File: src/rtl/adc_osr_multichannel.sv
// Multi-channel oversampling/decimation unit: sums 4^m samples per channel and
// pushes the shifted block sum, tagged with its channel, into a small output FIFO.
module adc_osr_multichannel #(
  parameter int DATA_WIDTH = 12,
  parameter int OUT_WIDTH  = 16,
  parameter int MAX_MODE   = 4,
  parameter int CHANNELS   = 4,
  parameter int FIFO_DEPTH = 2,
  localparam int CW        = $clog2(CHANNELS)
) (
  input  logic                  clk,
  input  logic                  rst_n,
  input  logic                  ena,
  input  logic [DATA_WIDTH-1:0] data_in,
  input  logic [CW-1:0]         channel_in,
  input  logic [2:0]            osr_mode_in,
  output logic [OUT_WIDTH-1:0]  data_out,
  output logic [CW-1:0]         channel_out,
  output logic                  valid_out,
  input  logic                  ready_in,
  output logic                  result_strobe_out,
  output logic                  overflow_out
);

  localparam int AW = DATA_WIDTH + 2 * MAX_MODE;
  localparam int NW = 2 * MAX_MODE;
  localparam int PW = (FIFO_DEPTH > 1) ? $clog2(FIFO_DEPTH) : 1;
  localparam int FW = $clog2(FIFO_DEPTH + 1);

  logic [2:0]           mode_q, mode_d;
  logic [AW-1:0]        acc_q [CHANNELS];
  logic [AW-1:0]        acc_d [CHANNELS];
  logic [NW-1:0]        cnt_q [CHANNELS];
  logic [NW-1:0]        cnt_d [CHANNELS];
  logic [OUT_WIDTH-1:0] mem_data_q [FIFO_DEPTH];
  logic [OUT_WIDTH-1:0] mem_data_d [FIFO_DEPTH];
  logic [CW-1:0]        mem_ch_q [FIFO_DEPTH];
  logic [CW-1:0]        mem_ch_d [FIFO_DEPTH];
  logic [PW-1:0]        rd_ptr_q, rd_ptr_d;
  logic [PW-1:0]        wr_ptr_q, wr_ptr_d;
  logic [FW-1:0]        fifo_cnt_q, fifo_cnt_d;
  logic [OUT_WIDTH-1:0] data_out_q, data_out_d;
  logic [CW-1:0]        channel_out_q, channel_out_d;
  logic                 valid_out_q, valid_out_d;
  logic                 strobe_q, strobe_d;
  logic                 overflow_q, overflow_d;

  logic [2:0]           mode_req;
  logic                 mode_change;
  logic                 ch_ok;
  logic                 blk_last;
  logic [AW-1:0]        sum;
  logic [OUT_WIDTH-1:0] push_data;
  logic                 push;
  logic                 pop;
  logic                 full;
  logic                 push_ok;

  function automatic logic [PW-1:0] ptr_inc(input logic [PW-1:0] p);
    return (p == PW'(FIFO_DEPTH - 1)) ? '0 : p + PW'(1);
  endfunction

  always_comb begin
    mode_req    = (osr_mode_in > 3'(MAX_MODE)) ? 3'(MAX_MODE) : osr_mode_in;
    mode_change = (mode_req != mode_q);
    ch_ok       = ({1'b0, channel_in} < (CW + 1)'(CHANNELS));
    sum         = acc_q[channel_in] + AW'(data_in);
    // Block length is 4^m, so the last sample sits at count 4^m - 1.
    blk_last    = ({1'b0, cnt_q[channel_in]} ==
                   (((NW + 1)'(1) << {mode_q, 1'b0}) - (NW + 1)'(1)));
    push_data   = OUT_WIDTH'(sum >> mode_q);
    push        = ena & ch_ok & ~mode_change & blk_last;
    pop         = valid_out_q & ready_in;
    full        = (fifo_cnt_q == FW'(FIFO_DEPTH));
    push_ok     = push & (~full | pop);
  end

  always_comb begin
    mode_d     = mode_req;
    acc_d      = acc_q;
    cnt_d      = cnt_q;
    strobe_d   = push_ok;
    overflow_d = overflow_q | (push & ~push_ok);
    if (mode_change) begin
      for (int c = 0; c < CHANNELS; c++) begin
        acc_d[c] = '0;
        cnt_d[c] = '0;
      end
    end else if (ena && ch_ok) begin
      if (blk_last) begin
        acc_d[channel_in] = '0;
        cnt_d[channel_in] = '0;
      end else begin
        acc_d[channel_in] = sum;
        cnt_d[channel_in] = cnt_q[channel_in] + NW'(1);
      end
    end
  end

  // Head registers load from the post-update FIFO state so a pop shows the next entry without a bubble.
  always_comb begin
    mem_data_d    = mem_data_q;
    mem_ch_d      = mem_ch_q;
    rd_ptr_d      = rd_ptr_q;
    wr_ptr_d      = wr_ptr_q;
    fifo_cnt_d    = fifo_cnt_q;
    data_out_d    = data_out_q;
    channel_out_d = channel_out_q;
    if (push_ok) begin
      mem_data_d[wr_ptr_q] = push_data;
      mem_ch_d[wr_ptr_q]   = channel_in;
      wr_ptr_d             = ptr_inc(wr_ptr_q);
    end
    if (pop) begin
      rd_ptr_d = ptr_inc(rd_ptr_q);
    end
    case ({push_ok, pop})
      2'b10:   fifo_cnt_d = fifo_cnt_q + FW'(1);
      2'b01:   fifo_cnt_d = fifo_cnt_q - FW'(1);
      default: fifo_cnt_d = fifo_cnt_q;
    endcase
    valid_out_d = (fifo_cnt_d != '0);
    if (valid_out_d) begin
      data_out_d    = mem_data_d[rd_ptr_d];
      channel_out_d = mem_ch_d[rd_ptr_d];
    end
  end

  always_ff @(posedge clk or negedge rst_n) begin
    if (!rst_n) begin
      mode_q <= '0;
      for (int c = 0; c < CHANNELS; c++) begin
        acc_q[c] <= '0;
        cnt_q[c] <= '0;
      end
      for (int i = 0; i < FIFO_DEPTH; i++) begin
        mem_data_q[i] <= '0;
        mem_ch_q[i]   <= '0;
      end
      rd_ptr_q      <= '0;
      wr_ptr_q      <= '0;
      fifo_cnt_q    <= '0;
      data_out_q    <= '0;
      channel_out_q <= '0;
      valid_out_q   <= 1'b0;
      strobe_q      <= 1'b0;
      overflow_q    <= 1'b0;
    end else begin
      mode_q        <= mode_d;
      acc_q         <= acc_d;
      cnt_q         <= cnt_d;
      mem_data_q    <= mem_data_d;
      mem_ch_q      <= mem_ch_d;
      rd_ptr_q      <= rd_ptr_d;
      wr_ptr_q      <= wr_ptr_d;
      fifo_cnt_q    <= fifo_cnt_d;
      data_out_q    <= data_out_d;
      channel_out_q <= channel_out_d;
      valid_out_q   <= valid_out_d;
      strobe_q      <= strobe_d;
      overflow_q    <= overflow_d;
    end
  end

  assign data_out          = data_out_q;
  assign channel_out       = channel_out_q;
  assign valid_out         = valid_out_q;
  assign result_strobe_out = strobe_q;
  assign overflow_out      = overflow_q;

endmodule

File: config.mk
export PLATFORM = sky130hd
export DESIGN_NAME = adc_osr_multichannel
export DESIGN_NICKNAME = d
export VERILOG_FILES = /design/src/rtl/adc_osr_multichannel.sv
export SDC_FILE = /design/constraint.sdc
export NUM_CORES = 1
export LEC_CHECK = 0
export BUFFER_PORTS_ARGS = -buffer_cell sky130_fd_sc_hd__buf_4
export CAP_MARGIN = 20
export CORE_UTILIZATION = 63
export CTS_CLUSTER_DIAMETER = 120
export CTS_CLUSTER_SIZE = 12
export DETAILED_ROUTE_END_ITERATION = 7
export HOLD_SLACK_MARGIN = 0.12
export PLACE_DENSITY = 0.9
export SLEW_MARGIN = 20
export SYNTH_ARGS = -nofsm -noshare
export SYNTH_HDL_FRONTEND = slang
export SYNTH_SLANG_ARGS = --single-unit
File: constraint.sdc
create_clock -name clk -period 6.1 [get_ports clk]
set_clock_uncertainty 0.1 [all_clocks]
set_input_delay 0.61 -clock clk [delete_from_list [all_inputs] [get_ports clk]]
set_output_delay 0.61 -clock clk [all_outputs]
set_load 0.05 [all_outputs]
==> flow_summary.json <==
{
  "syn_avg_cell_area_um2": 8.866,
  "final_hold_viol_count": 0,
  "dp_hpwl_mm": 18.47,
  "synthAdderAreaFrac": 0.02030,
  "cp.arrival_ns": 5.28,
  "clk_path_buf_depth": 2,
  "fin_crit_sh": 0.8293,
  "rsz0062_at_grt": "false",
  "antenna_found_initial": 0,
  "vias": 9208,
  "synth_xor_area_frac": 0.02140,
  "p_per_area_nw_per_um2": 284.9,
  "tns_ns": 0,
  "syn_area_um2": 10230,
  "synth_top_family_by_area": "simple AND/OR/NAND/NOR gates",
  "setup_viol": 0,
  "dp.cells": 1342,
  "maxCapViolations": 0,
  "overflow": 0,
  "first_pass_iters": 6,
  "cp_max_fo": 24,
  "drive_gt1_frac": 0.1217,
  "async_reset_ff_frac": 1.000,
  "cts_root_buf": "clkbuf_16",
  "reg2reg_from": "mode_q[0]",
  "ir_worst_vdd_mv": 0.2411,
  "hold_slack_ns": 0.1427,
  "cts.hold.buffers_added": 0,
  "syn_to_final_growth_pct": 9.551,
  "synth_top_cells_by_area": "dfrtp_1, nand2_1, a21oi_1",
  "run_status": "complete, no violations",
  "die_w_um": 129.4,
  "numCtsBuffers": 17,
  "synthesis.nets": 1191,
  "synth_edf_count": 0,
  "slew-limit-headroom": 0.2366,
  "start_util": 0.6441,
  "avgViaCountPerCell": 6.697,
  "die-area_um2": 16750,
  "gp_congestion": 0.9973,
  "clk_pin_slew_ns": 0.07,
  "fillers": 1186,
  "io_pins": 42,
  "grt_pass1_vias": 8796,
  "wl_per_cell_um": 20.79,
  "worstSkewPairLatency_ns": 0.45,
  "die_y_um": 129.4,
  "nets": 1183,
  "num_antenna_cells": 0,
  "worst_pin_slew_ns": 1.145,
  "post-route-min-period_ns": 5.059,
  "slew_viol_final": 0,
  "yosys_warnings": 0,
  "synth_seq_cells": 176,
  "min_path_type": "in -> async",
  "cts_tree": "built",
  "ys_seq_area_frac": 0.4305,
  "synth_ff_type": "dfrtp_1",
  "crit_start": "mode_q[0]",
  "ys_types": 73,
  "grt_use_total": 0.3583,
  "fmax_mhz": 197.7,
  "row_count": 46,
  "required_ns": 6.33,
  "stdcell_count": 1375,
  "cts.sinks": 176,
  "worstSetupStartpointType": "flip-flop",
  "grt_pass1_wl_mm": 45.49,
  "synth_top_area_cell": "dfrtp_1",
  "core_area_um2": 15890,
  "muxShareOfSynthArea": 0.1006,
  "synth-simple-area-share": 0.2070,
  "power.leakage_nw": 4.854,
  "drtIter0Drc": 1202,
  "drt-total-wl_mm": 28.59,
  "drtAntennaViolNets": 0,
  "criticalPathCategory": "reg -> reg",
  "cts_max_level": 4,
  "cts_resized": 0,
  "netlist_instances": 1154,
  "port_buffers": 41,
  "synth_top_area_frac": 0.4305,
  "post_cts_buffers": 0,
  "cp-end-kind": "flip-flop",
  "synth_compound_area_frac": 0.1812,
  "drcViolationCount": 0,
  "grt_max_degree": 113
}
==> cells by family after synthesis <==
logic type | count (synthesis)
compound gates | 298
xor+xnor | 25
fa+ha+maj | 16
buf+inv | 96
mux | 59
simple gates | 484
flops | 176
==> placed cells by master, fill, tap and decap left out, types with 16 or more instances in the layout <==
master,count
mux4_2,28
nor2_1,135
nand3_1,16
clkbuf_16,17
o21ai_0,23
a21oi_1,152
dfrtp_1,176
buf_4,54
nand2_1,235
o211ai_1,16
==> synthesized netlist by cell type, types with 9 or more instances <==
library cell  count
mux2i_1          14
mux4_2           28
a211oi_1         13
buf_1             9
xnor2_1          11
ha_1             15
o211ai_1         16
o21a_1           11
o21ai_0          23
dfrtp_1         176
clkbuf_1         64
a21oi_1         152
nand2_1         235
nor2_1          136
xor2_1           14
nand3_1          17
inv_1            13
or3_1            10
and2_1           15
a31oi_1          10
a21o_1           12
nor3_1           14
and3_1           12
mux2_2           11
nand4_1           9
==> worst max-delay path, cell delays in order, from the launching register on <==
cell and delay (ns):
dfrtp_1 0.32, buf_4 0.23, inv_1 0.06, buf_4 0.22, nor2_1 0.46, nand2_1 0.19, ha_1 0.30, nor4b_1 0.35
o41ai_1 0.11, o31a_1 0.31, nor2_2 0.12, nand2_1 0.09, ha_1 0.22, xnor2_1 0.14, nor2_1 0.07, xor2_1 0.15
nor2_1 0.64, inv_1 0.17, buf_4 0.27, o21ai_0 0.20, nor2_1 0.07, nand2_1 0.07, a21oi_1 0.06
==> metrics by stage <==
stage / util / instance area, µm² / setup slack, ns / power, W
global route: 0.7056 / 11210 / 0.7459 / 0.003304
detailed placement: 0.6664 / 10590 / 1.051 / 0.002079
finish: 0.7056 / 11210 / 1.041 / 0.003194
CTS: 0.7038 / 11180 / 1.161 / 0.003186
floorplan: - / 10230 / 0.8972 / 0.001836
global placement: 0.6664 / 10590 / 1.215 / 0.002058
==> report_power, final <==
part | leakage [nW] | switching [W] | internal [W]
Combinational | 2.15 | 0.000568 | 0.000238
Clock | 0.276 | 0.000493 | 0.000621
Sequential | 2.43 | 0.0000392 | 0.00123
Total | 4.85 | 0.00110 | 0.00209
==> metal layers <==
metal / GRT usage / part of all wire / up-vias
met4: 0.1881 / 0.045 / 0
met2: 0.5639 / 0.47 / 579
li1: - / - / 4077
met1: 0.4643 / 0.38 / 4427
met5: 0 / 0 / -
met3: 0.08547 / 0.097 / 125
==> worst paths after layout <==
| kind | to | slack [ns] | cells after the start |
|---|---|---|---|
| setup / recovery | data_out[8] | 1.04 | 22 |
| hold / removal | data_out[12] | 0.14 | 1 |
| setup reg to reg | data_out[8] | 1.04 | 22 |
| hold reg to reg | data_out[10] | 0.38 | 2 |
| max in group asynchronous | cnt_q[5] | 4.44 | 3 |
| min in group clk | mode_q[2] | 0.24 | 1 |
==> state kept, by name (all words and copies together), names as in the netlist, 2 cells and up <==
signal       flops
channel_out      2
cnt_q           32
mode_q           3
mem_ch_q         4
acc_q           80
data_out        16
mem_data_q      32
fifo_cnt_q       2
==> final cells by class <==
class,instances,area [µm²],area share
multi-input cells,882,5446,0.4859
flip-flops and latches,176,4404,0.3929
repair buffers,56,444.2,0.03963
clock buffers,19,442.9,0.03952
well taps,216,270.3,0.02411
clock inverters,13,151.4,0.01351
inverters,13,48.80,0.004354
(Power assumes the default switching activity.)
